===== src/rtl/game_frame_controller_pkg.sv =====
// Shared definitions for the game frame controller:
// FSM states, direction bit positions and default parameters.
package game_pkg;

    typedef enum logic [1:0] {
        ST_WELCOME = 2'd0,
        ST_PLAY    = 2'd1,
        ST_PAUSE   = 2'd2
    } state_e;

    localparam int DIR_UP    = 0;
    localparam int DIR_DOWN  = 1;
    localparam int DIR_LEFT  = 2;
    localparam int DIR_RIGHT = 3;

    localparam int DEF_GRID_DIM     = 4;
    localparam int DEF_TILE_W       = 4;
    localparam int DEF_HL_FRAMES    = 25;
    localparam int DEF_NUM_PALETTES = 2;

    // Collapse simultaneous direction edges: up > right > down > left.
    function automatic logic [3:0] dir_pick(input logic [3:0] r);
        logic [3:0] m;
        m = '0;
        if (r[DIR_UP])         m[DIR_UP]    = 1'b1;
        else if (r[DIR_RIGHT]) m[DIR_RIGHT] = 1'b1;
        else if (r[DIR_DOWN])  m[DIR_DOWN]  = 1'b1;
        else if (r[DIR_LEFT])  m[DIR_LEFT]  = 1'b1;
        return m;
    endfunction

endpackage


===== src/rtl/game_frame_controller_rise.sv =====
// Rising-edge detector; previous level resets high so that
// inputs held through reset produce no edge.
module rise_detect #(
    parameter int W = 1
) (
    input  logic         clk,
    input  logic         rst_n,
    input  logic [W-1:0] lvl_i,
    output logic [W-1:0] rise_o
);
    logic [W-1:0] prev_q;

    always_ff @(posedge clk) begin
        if (!rst_n) prev_q <= '1;
        else        prev_q <= lvl_i;
    end

    assign rise_o = lvl_i & ~prev_q;
endmodule


===== src/rtl/game_frame_controller.sv =====
// Frame controller: welcome/play/pause FSM, frame-stable grid,
// move strobes, per-tile highlight timers and palette select.
module game_frame_controller
    import game_pkg::*;
#(
    parameter int GRID_DIM     = DEF_GRID_DIM,
    parameter int TILE_W       = DEF_TILE_W,
    parameter int HL_FRAMES    = DEF_HL_FRAMES,
    parameter int NUM_PALETTES = DEF_NUM_PALETTES,
    localparam int NT = GRID_DIM * GRID_DIM,
    localparam int IW = (NT > 1) ? $clog2(NT) : 1,
    localparam int PW = (NUM_PALETTES > 1) ? $clog2(NUM_PALETTES) : 1
) (
    input  logic                 clk,
    input  logic                 rst_n,
    input  logic                 vsync,
    input  logic [3:0]           btn_dir,
    input  logic                 btn_start,
    input  logic                 btn_select,
    input  logic [NT*TILE_W-1:0] welcome_grid,
    input  logic [NT*TILE_W-1:0] logic_grid,
    input  logic                 added_valid,
    input  logic [IW-1:0]        added_index,
    output logic [NT*TILE_W-1:0] display_grid,
    output logic [3:0]           move_dir,
    output logic                 game_start,
    output logic                 show_welcome,
    output logic                 paused,
    output logic [NT-1:0]        hl_mask,
    output logic [2:0]           hl_phase,
    output logic [PW-1:0]        palette_sel
);
    logic [5:0] rise;
    logic [3:0] dir_r;
    logic       start_r;
    logic       sel_r;

    rise_detect #(.W(6)) u_rise (
        .clk    (clk),
        .rst_n  (rst_n),
        .lvl_i  ({btn_select, btn_start, btn_dir}),
        .rise_o (rise)
    );

    assign dir_r   = rise[3:0];
    assign start_r = rise[4];
    assign sel_r   = rise[5];

    logic vsync_prev_q;
    logic frame_edge;

    assign frame_edge = vsync & ~vsync_prev_q;

    state_e               state_q;
    logic                 exit_pending_q;
    logic [NT*TILE_W-1:0] display_q;
    logic [3:0]           move_dir_q;
    logic                 game_start_q;
    logic                 show_welcome_q;
    logic                 paused_q;
    logic [PW-1:0]        pal_q;

    always_ff @(posedge clk) begin
        if (!rst_n) begin
            vsync_prev_q   <= 1'b0;
            state_q        <= ST_WELCOME;
            exit_pending_q <= 1'b0;
            display_q      <= '0;
            move_dir_q     <= '0;
            game_start_q   <= 1'b0;
            show_welcome_q <= 1'b1;
            paused_q       <= 1'b0;
            pal_q          <= '0;
        end else begin
            vsync_prev_q <= vsync;
            move_dir_q   <= '0;
            game_start_q <= 1'b0;
            if (sel_r) begin
                if (pal_q == PW'(NUM_PALETTES - 1)) pal_q <= '0;
                else                                pal_q <= pal_q + PW'(1);
            end
            unique case (state_q)
                ST_WELCOME: begin
                    if (frame_edge) display_q <= welcome_grid;
                    // The leaving edge already shows the game grid.
                    if (frame_edge && exit_pending_q) begin
                        state_q        <= ST_PLAY;
                        exit_pending_q <= 1'b0;
                        show_welcome_q <= 1'b0;
                        display_q      <= logic_grid;
                    end else if ((|dir_r) || start_r) begin
                        exit_pending_q <= 1'b1;
                    end
                end
                ST_PLAY: begin
                    if (frame_edge) display_q <= logic_grid;
                    if (start_r) begin
                        state_q  <= ST_PAUSE;
                        paused_q <= 1'b1;
                    end else if (|dir_r) begin
                        move_dir_q <= dir_pick(dir_r);
                    end
                end
                ST_PAUSE: begin
                    if (start_r) begin
                        state_q      <= ST_PLAY;
                        paused_q     <= 1'b0;
                        game_start_q <= 1'b1;
                    end
                end
                default: begin
                    state_q        <= ST_WELCOME;
                    show_welcome_q <= 1'b1;
                    paused_q       <= 1'b0;
                end
            endcase
        end
    end

    logic [7:0]    cnt_q [NT];
    logic [7:0]    cnt_d [NT];
    logic [IW-1:0] newest_q;
    logic [IW-1:0] newest_d;
    logic [NT-1:0] hl_mask_d;
    logic [NT-1:0] hl_mask_q;
    logic [2:0]    hl_phase_d;
    logic [2:0]    hl_phase_q;

    // Mask and phase register the next counter values so they
    // stay aligned with the counters themselves.
    always_comb begin
        newest_d = added_valid ? added_index : newest_q;
        for (int i = 0; i < NT; i++) begin
            cnt_d[i] = cnt_q[i];
            if (added_valid && (added_index == IW'(i))) begin
                cnt_d[i] = 8'(HL_FRAMES);
            end else if (frame_edge && (state_q != ST_PAUSE)
                         && (cnt_q[i] != 8'd0)) begin
                cnt_d[i] = cnt_q[i] - 8'd1;
            end
            hl_mask_d[i] = (cnt_d[i] != 8'd0);
        end
        hl_phase_d = cnt_d[newest_d][3:1];
    end

    always_ff @(posedge clk) begin
        if (!rst_n) begin
            for (int i = 0; i < NT; i++) cnt_q[i] <= 8'd0;
            newest_q   <= '0;
            hl_mask_q  <= '0;
            hl_phase_q <= 3'd0;
        end else begin
            for (int i = 0; i < NT; i++) cnt_q[i] <= cnt_d[i];
            newest_q   <= newest_d;
            hl_mask_q  <= hl_mask_d;
            hl_phase_q <= hl_phase_d;
        end
    end

    assign display_grid = display_q;
    assign move_dir     = move_dir_q;
    assign game_start   = game_start_q;
    assign show_welcome = show_welcome_q;
    assign paused       = paused_q;
    assign hl_mask      = hl_mask_q;
    assign hl_phase     = hl_phase_q;
    assign palette_sel  = pal_q;
endmodule


===== config.mk =====
export PLATFORM = sky130hd
export DESIGN_NAME = game_frame_controller
export DESIGN_NICKNAME = d
export VERILOG_FILES = /design/src/rtl/game_frame_controller_pkg.sv /design/src/rtl/game_frame_controller_rise.sv /design/src/rtl/game_frame_controller.sv
export SDC_FILE = /design/constraint.sdc
export NUM_CORES = 1
export LEC_CHECK = 0
export BUFFER_PORTS_ARGS = -buffer_cell sky130_fd_sc_hd__buf_2
export CELL_PAD_IN_SITES_DETAIL_PLACEMENT = 0
export CELL_PAD_IN_SITES_GLOBAL_PLACEMENT = 2
export CORE_MARGIN = 3
export CORE_UTILIZATION = 30
export DETAILED_ROUTE_END_ITERATION = 16
export GPL_TIMING_DRIVEN = 0
export PLACE_DENSITY = 0.75
export SYNTH_ARGS = -nofsm -noshare
export SYNTH_HDL_FRONTEND = slang
export SYNTH_SLANG_ARGS = --single-unit
export TNS_END_PERCENT = 100

===== constraint.sdc =====
create_clock -name clk -period 2.8 [get_ports clk]
set_input_delay 0.28 -clock clk [delete_from_list [all_inputs] [get_ports clk]]
set_output_delay 0.28 -clock clk [all_outputs]
set_load 0.01 [all_outputs]

==> impl_metrics.env, run 1 <==
export IMPL_die_x_um=208
export IMPL_wl_per_cell_um=19.7
export IMPL_crit_buf_inv=2
export IMPL_cts_root_buf="clkbuf_16"
export IMPL_netSwitchingFraction_pct=41.2
export IMPL_drt_wl_total_mm=44.3
export IMPL_failed_checks="setup timing"
export IMPL_cp_required_ps=3200
export IMPL_nets=1888
export IMPL_fin_crit_ps=2850
export IMPL_grt_max_degree=15
export IMPL_htreeDepth=1
export IMPL_min_delay_path_depth=3
export IMPL_crit_path_end_kind="flop"
export IMPL_diodes=0
export IMPL_dp_cells=2181
export IMPL_layout_common_cells="buf_2, dfxtp_1, nor2_1"
export IMPL_ant_nets=0
export IMPL_vias_per_cell=5.13
export IMPL_skew_ps=21.4
export IMPL_met2_wirelength_mm=21.1
export IMPL_fmax_mhz=350
export IMPL_fp_dieH_um=208
export IMPL_cp_num_cells=9
export IMPL_tns_ps=-61.2
export IMPL_layout_drive_gt1_share_pct=22.4
export IMPL_async_flop_share_pct=0
export IMPL_finalWorstSetupSlack_ps=-54.5
export IMPL_crit_family="simple AND/OR/NAND/NOR gates"
export IMPL_num_vias=11575
export IMPL_yosysTopAreaCell="dfxtp_1"
export IMPL_grt_pass1_vias=11744
export IMPL_critPathKind="flop to flop"
export IMPL_cpPeakStageDelay_ps=530
export IMPL_die_area_um2=43200
export IMPL_status="finished with violations"
export IMPL_path_clk_slew_ps=60
export IMPL_p_switching_w=0.00757
export IMPL_netlist_top_cells_area="dfxtp_1, mux2i_1, nor2_1, a211oi_1, xnor2_1"
export IMPL_yosysSeqAreaShare_pct=38.2
export IMPL_drv_cap=0
export IMPL_clk_latency_ps=570
export IMPL_clock_sinks=233
export IMPL_powerDensity_nw_per_um2=1180
export IMPL_worstPathArrival_ps=3250
export IMPL_report_final_slew_viol_count=0
export IMPL_synth_distinct_cells=82
export IMPL_synth_nets=1604
export IMPL_synth_cells=1426
export IMPL_worstPathMaxFanout=7
export IMPL_top_layer="met5"
export IMPL_p_int_w=0.0108
export IMPL_final_cell_count_no_fill=2256
export IMPL_setup_violations=2
export IMPL_seqPwrFrac_pct=28.8
export IMPL_clock_path_buffers=3
export IMPL_antenna_found_initial=2
export IMPL_clkPwrFrac_pct=21.4
export IMPL_rsz0062_at_grt="yes"
export IMPL_drc_errors=0
export IMPL_ioPinCount=233
export IMPL_synth_area_per_cell_um2=8.57
export IMPL_wl_met3_mm=3.29
export IMPL_startpoint_type="flop"
export IMPL_grt_first_pass_wirelength_mm=68.4
export IMPL_cts_tree="built"
export IMPL_start_util_pct=30.5
export IMPL_tightest_slew_ps=1140
export IMPL_combPwrFrac_pct=49.9
export IMPL_port_buffers=230
export IMPL_yosysWarnings=0
export IMPL_irDropWorstVdd_mv=0.559
export IMPL_drt_met1_wl_mm=18.2
export IMPL_total_leakage_power_nw=6.60
export IMPL_gr_total_overflow=0
export IMPL_cpMostUsedCell="or4_4"
export IMPL_hpwl_mm=33.8
export IMPL_synth_edf_count=0
export IMPL_core_area_um2=40000
export IMPL_period_share_pct=102
export IMPL_ys_ff_latch=233
export IMPL_finalHoldViolCount=0
export IMPL_slowest_stage="o41a_1"
export IMPL_slew_headroom_pct=23.7
export IMPL_grt_usage_pct=19.8
export IMPL_synth_top_area_share_pct=38.2
export IMPL_crit_chain="inv_2 > ha_4 > or3b_4 > buf_6 > or4_4 > or4_4 > xor2_2 > nor2_2 > o41a_1"
export IMPL_place_gp_congestion=0.897
export IMPL_min_path_type="primary input to flop"
export IMPL_layout_commonest_cell="buf_2"
export IMPL_cts_buffers=29
export IMPL_rows=73
export IMPL_dr_pass1_iters=5
export IMPL_synth_area_um2=12200
export IMPL_area_growth_pct=27.2
export IMPL_drtIter0Drc=613
export IMPL_reg2reg_depth=9
export IMPL_synthFlopType="dfxtp_1"
## registers in the layout, summed over array words and instances, names as in the netlist
name	cells
cnt_q	128
display_grid	64
exit_pending_q	1
game_start	1
hl_mask	16
hl_phase	3
move_dir	4
newest_q	4
palette_sel	1
paused	1
show_welcome	1
state_q	2
u_rise.prev_q	6
vsync_prev_q	1
## final cells by class
| cell class | count | area [um2] |
|---|---|---|
| flip-flops and latches | 233 | 4670 |
| multi-input cells | 1070 | 7360 |
| fillers | 4206 | 24500 |
| repair buffers | 253 | 1340 |
| well taps | 525 | 657 |
| plain buffers | 71 | 319 |
| clock inverters | 9 | 126 |
| clock buffers | 43 | 878 |
| inverters | 52 | 195 |
## worst reg2reg max path, stage by stage, from the launching register on
cell and delay (ps):
dfxtp_2 340, inv_2 50, ha_4 150, or3b_4 360, buf_6 150, or4_4 450
or4_4 450, xor2_2 160, nor2_2 50, o41a_1 530
## power groups by stage
stage	clock network [W]	logic [W]	registers, W
floorplan	0	0.00623	0.00528
global placement	0	0.00855	0.00529
detailed placement	0	0.00855	0.00531
CTS	0.00403	0.00893	0.00526
global route	0.00415	0.0102	0.00544
finish	0.00392	0.00916	0.00529
## cells in the mapped netlist (all sizes together) (5+ instances only)
master / n
a211oi: 81
o41a: 6
nand3: 30
or4: 14
dfxtp: 233
or2: 10
nor4: 16
o211ai: 6
mux2i: 81
nand2: 98
buf: 22
a211o: 9
nand4: 13
nand3b: 10
a22o: 5
o31a: 5
o21ai: 22
inv: 52
and3: 10
nor2b: 25
and2: 9
nor2: 210
xor2: 36
a21oi: 75
nand2b: 18
mux2: 9
a2111oi: 5
a21boi: 6
ha: 36
or3: 13
nor4b: 8
nand4bb: 7
a31oi: 16
o2111ai: 5
o221ai: 5
o31ai: 7
nor3b: 9
a21o: 5
xnor2: 55
clkbuf: 49
nor3: 35
## what timing repair did
item                       in CTS  in global routing
hold endpoints to repair        7                  0
gates resized for setup        39                 29
setup endpoints to repair      66                 13
pin swaps                       4                  5
hold buffers                    6                  0
setup buffers                  14                  3
## metrics by stage
step	hold WS (ps)	setup WS, ps	cell area (um2)	total power, W	util [%]
after global placement	412	-922	14000	0.0138	35.1
after global routing	58.6	-122	15500	0.0198	38.8
after floorplan	381	26.9	12200	0.0115	-
after CTS	32.1	-62.4	15400	0.0182	38.4
after detailed placement	411	-920	14000	0.0139	35.1
final	54.1	-54.5	15500	0.0184	38.8
## logic make-up (layout without fill, tap and decap cells)
kind of cell,count (synthesis),after routing,share of synthesized area (%)
xor+xnor,91,91,6.52
fa+ha+maj,36,36,3.69
compound gates,303,303,17.7
buf+inv,123,428,3.90
mux,90,90,7.46
flops,233,233,38.2
simple gates,550,550,22.6
## final timing paths
check / start / to / slack (ps)
max: state_q[0]$_SDFFE_PN0P_ / hl_mask[0]$_SDFF_PN0_ / -50
min: logic_grid[59] / display_grid[59]$_SDFFE_PN0P_ / 50
max reg2reg: state_q[0]$_SDFFE_PN0P_ / hl_mask[0]$_SDFF_PN0_ / -50
min reg2reg: u_rise.prev_q[1]$_SDFF_PN1_ / move_dir[1]$_SDFF_PP0_ / 420
## routing by layer
layer / GRT usage, % / vias to the layer above
li1: - / 5683
met5: 0 / -
met1: 24.1 / 5436
met3: 4.76 / 84
met2: 34.3 / 370
met4: 7.04 / 2
(Power assumes the default switching activity.)
==> inputs of run 2 (changes only) <==
--- a/config.mk
+++ b/config.mk
@@ -5,14 +5,15 @@
 export SDC_FILE = /design/constraint.sdc
 export NUM_CORES = 1
 export LEC_CHECK = 0
+export ABC_AREA = 1
 export BUFFER_PORTS_ARGS = -buffer_cell sky130_fd_sc_hd__buf_2
 export CELL_PAD_IN_SITES_DETAIL_PLACEMENT = 0
 export CELL_PAD_IN_SITES_GLOBAL_PLACEMENT = 2
 export CORE_MARGIN = 3
-export CORE_UTILIZATION = 30
+export CORE_UTILIZATION = 27
 export DETAILED_ROUTE_END_ITERATION = 16
 export GPL_TIMING_DRIVEN = 0
-export PLACE_DENSITY = 0.75
+export PLACE_DENSITY = 0.73
 export SYNTH_ARGS = -nofsm -noshare
 export SYNTH_HDL_FRONTEND = slang
 export SYNTH_SLANG_ARGS = --single-unit
==> run 2 against run 1 <==
The run now ends clean. Maximum frequency up 13%. First-iteration DRC count grew 8.6%. Core utilization is 5.2 points lower. Critical endpoint is now hl_phase[2]$_SDFF_PN0_. Largest cell class unchanged. Largest power group unchanged.
==> impl_metrics.env, run 2 <==
export IMPL_synth_nets=2126
export IMPL_nets=2395
export IMPL_finalHoldViolCount=0
export IMPL_wl_per_cell_um=15.8
export IMPL_fin_area_um2=15700
export IMPL_nFillCells=5176
export IMPL_ys_ff_latch=233
export IMPL_layout_drive_gt1_share_pct=14.6
export IMPL_place_area_um2=14800
export IMPL_irDropWorstVdd_mv=0.483
export IMPL_place_gp_congestion=0.845
export IMPL_top_register="cnt_q"
export IMPL_die_area_um2=50300
export IMPL_p_switching_w=0.00969
export IMPL_gr_max_usage_layer="met2"
export IMPL_die_x_um=224
export IMPL_yosysSeqAreaShare_pct=36.3
export IMPL_combPwrFrac_pct=56.5
export IMPL_startpoint_type="flop"
export IMPL_area_growth_pct=22.4
export IMPL_fp_dieH_um=224
export IMPL_tns_ps=0
export IMPL_slowest_stage="dfxtp_1"
export IMPL_drtIter0Drc=666
export IMPL_drv_cap=0
export IMPL_htreeDepth=1
export IMPL_netlist_top_cells_count="nand2_1, nand3_1, inv_1, dfxtp_1, nor2_1"
export IMPL_status="complete, no violations"
export IMPL_yosysTopAreaCell="dfxtp_1"
export IMPL_fmax_mhz=394
export IMPL_fin_crit_ps=2540
export IMPL_hpwl_mm=34.6
export IMPL_synth_top_area_share_pct=36.3
export IMPL_grt_first_pass_wirelength_mm=70.8
export IMPL_seqPwrFrac_pct=26.0
export IMPL_port_buffers=231
export IMPL_synth_cells=1948
export IMPL_cts_tree="built"
export IMPL_tightest_slew_ps=1050
export IMPL_vias_per_cell=4.60
export IMPL_total_leakage_power_nw=8.15
export IMPL_slew_headroom_pct=30.0
export IMPL_cpMostUsedCell="nand3_1"
export IMPL_worstPathMaxFanout=10
export IMPL_synth_area_um2=12900
export IMPL_largest_register_ffs=128
export IMPL_netlist_top_cells_area="dfxtp_1, nand2_1, nand3_1, inv_1, nor2_1"
export IMPL_num_vias=13076
export IMPL_use_met1_pct=22.2
export IMPL_core_area_um2=46800
export IMPL_layout_commonest_cell="nand2_1"
export IMPL_period_share_pct=90.6
export IMPL_report_final_slew_viol_count=0
export IMPL_rsz0062_at_grt="no"
export IMPL_synth_area_per_cell_um2=6.60
export IMPL_critPathKind="flop to flop"
export IMPL_cts_root_buf="clkbuf_16"
export IMPL_drc_errors=0
export IMPL_grt_pass1_vias=12982
export IMPL_post_cts_buffers=0
export IMPL_yosysWarnings=0
export IMPL_diodes=0
export IMPL_gr_total_overflow=0
export IMPL_layout_common_cells="nand2_1, nand3_1, inv_1"
export IMPL_clock_sinks=233
export IMPL_antenna_found_initial=3
export IMPL_async_flop_share_pct=0
export IMPL_synth_edf_count=0
export IMPL_powerDensity_nw_per_um2=1310
export IMPL_crit_path_end_kind="flop"
export IMPL_path_clk_slew_ps=60
export IMPL_min_path_type="primary input to flop"
export IMPL_ant_nets=0
export IMPL_clk_latency_ps=560
export IMPL_skew_ps=8.51
export IMPL_synth_distinct_cells=47
export IMPL_yosysMostFrequentCell="nand2_1"
export IMPL_drt_wl_total_mm=45.0
export IMPL_crit_buf_inv=5
export IMPL_cp_required_ps=3260
export IMPL_ioPinCount=233
export IMPL_netSwitchingFraction_pct=47.1
export IMPL_cts_buffers=29
export IMPL_worstPathArrival_ps=3000
export IMPL_p_int_w=0.0109
export IMPL_start_util_pct=27.5
export IMPL_synthFlopType="dfxtp_1"
export IMPL_use_met2_pct=30.8
export IMPL_crit_family="buffers and inverters"
export IMPL_rows=79
export IMPL_grt_usage_pct=17.5
export IMPL_cpPeakStageDelay_ps=350
export IMPL_dr_pass1_iters=5
export IMPL_setup_violations=0
export IMPL_grt_max_degree=14
export IMPL_crit_chain="inv_1 > ha_1 > inv_1 > nand2_1 > clkinv_2 > buf_6 > clkbuf_4 > nand3_1 > nand4_1 > nand3_1 > nand3_1 > nand3_1 > a21oi_1"
export IMPL_grt_met3_usage_pct=3.73
export IMPL_clkPwrFrac_pct=17.5
export IMPL_clock_path_buffers=3
run 2: cell types whose count changed in the layout (fill, tap and decap cells not counted), moves of 33 or more:
cell	change
inv_1	+224
a21oi_1	-33
a211oi_1	-71
o21ai_0	+40
mux2i_1	-79
nand2_1	+339
o211ai_1	+66
xnor2_1	-37
nand3_1	+275
run 2: through the flow:
step | setup slack (ps) | instances | utilization (%) | hold WS [ps] | power (W)
6_report | 263 | 2841 | 33.7 | 51.4 | 0.0206
2_1_floorplan | 938 | 1948 | - | 373 | 0.0140
4_1_cts | 93.6 | 2841 | 33.7 | 17.1 | 0.0209
3_3_place_gp | 82.9 | 2786 | 31.6 | 453 | 0.0172
3_5_place_dp | 108 | 2786 | 31.6 | 461 | 0.0171
5_1_grt | 6.03 | 2841 | 33.7 | 51.3 | 0.0229
run 2: worst register-to-register path, delay by kind of cell (launching register included):
kind	cells	cell delay, ps
and+or+nand+nor	6	760
DFF	1	350
buffers and inverters	5	890
AOI/OAI and AO/OA	1	210
adders and majority gates	1	210
run 2: logic make-up (layout without fill, tap and decap cells):
logic type,Yosys count,after routing,synth area share [%]
xor+xnor,46,46,3.13
buf+inv,358,644,10.8
fa+ha+maj,36,36,3.50
compound gates,195,195,9.38
simple gates,1080,1080,36.9
flops,233,233,36.3
run 2: final timing paths:
kind                                   end  slack [ps]  cells after the start               startpoint
max                 hl_phase[2]$_SDFF_PN0_         260                     13  state_q[0]$_SDFFE_PN0P_
min          display_grid[63]$_SDFFE_PN0P_          50                      5           logic_grid[63]
max reg2reg         hl_phase[2]$_SDFF_PN0_         260                     13  state_q[0]$_SDFFE_PN0P_
min reg2reg            paused$_SDFFE_PN0P_         470                      1      paused$_SDFFE_PN0P_
run 2: final cells by class:
class | count | area, um2 | area share [%]
Buffer | 73 | 319 | 2.03
Tap cell | 607 | 759 | 4.83
Sequential cell | 233 | 4660 | 29.6
Inverter | 285 | 1070 | 6.80
Timing Repair Buffer | 238 | 1230 | 7.79
Clock buffer | 41 | 831 | 5.28
Clock inverter | 7 | 60.1 | 0.382
Multi-Input combinational cell | 1357 | 6810 | 43.3
run 2: per-layer routing:
metal	wire length, um	up-vias
met4	908	4
met2	21500	244
met1	20200	5954
met5	27	-
met3	2320	60
li1	-	6814
run 2: power groups by stage:
stage,sequential (W),combinational (W),clock (W)
3_5_place_dp,0.00540,0.0117,0
2_1_floorplan,0.00544,0.00859,0
3_3_place_gp,0.00540,0.0118,0
5_1_grt,0.00551,0.0135,0.00386
4_1_cts,0.00536,0.0118,0.00375
6_report,0.00535,0.0116,0.00361
run 2: timing repair:
item | CTS | global route
hold endpoints to repair | 9 | 0
setup endpoints to repair | 0 | 1
hold buffers | 7 | 0
resized for setup | 0 | 1
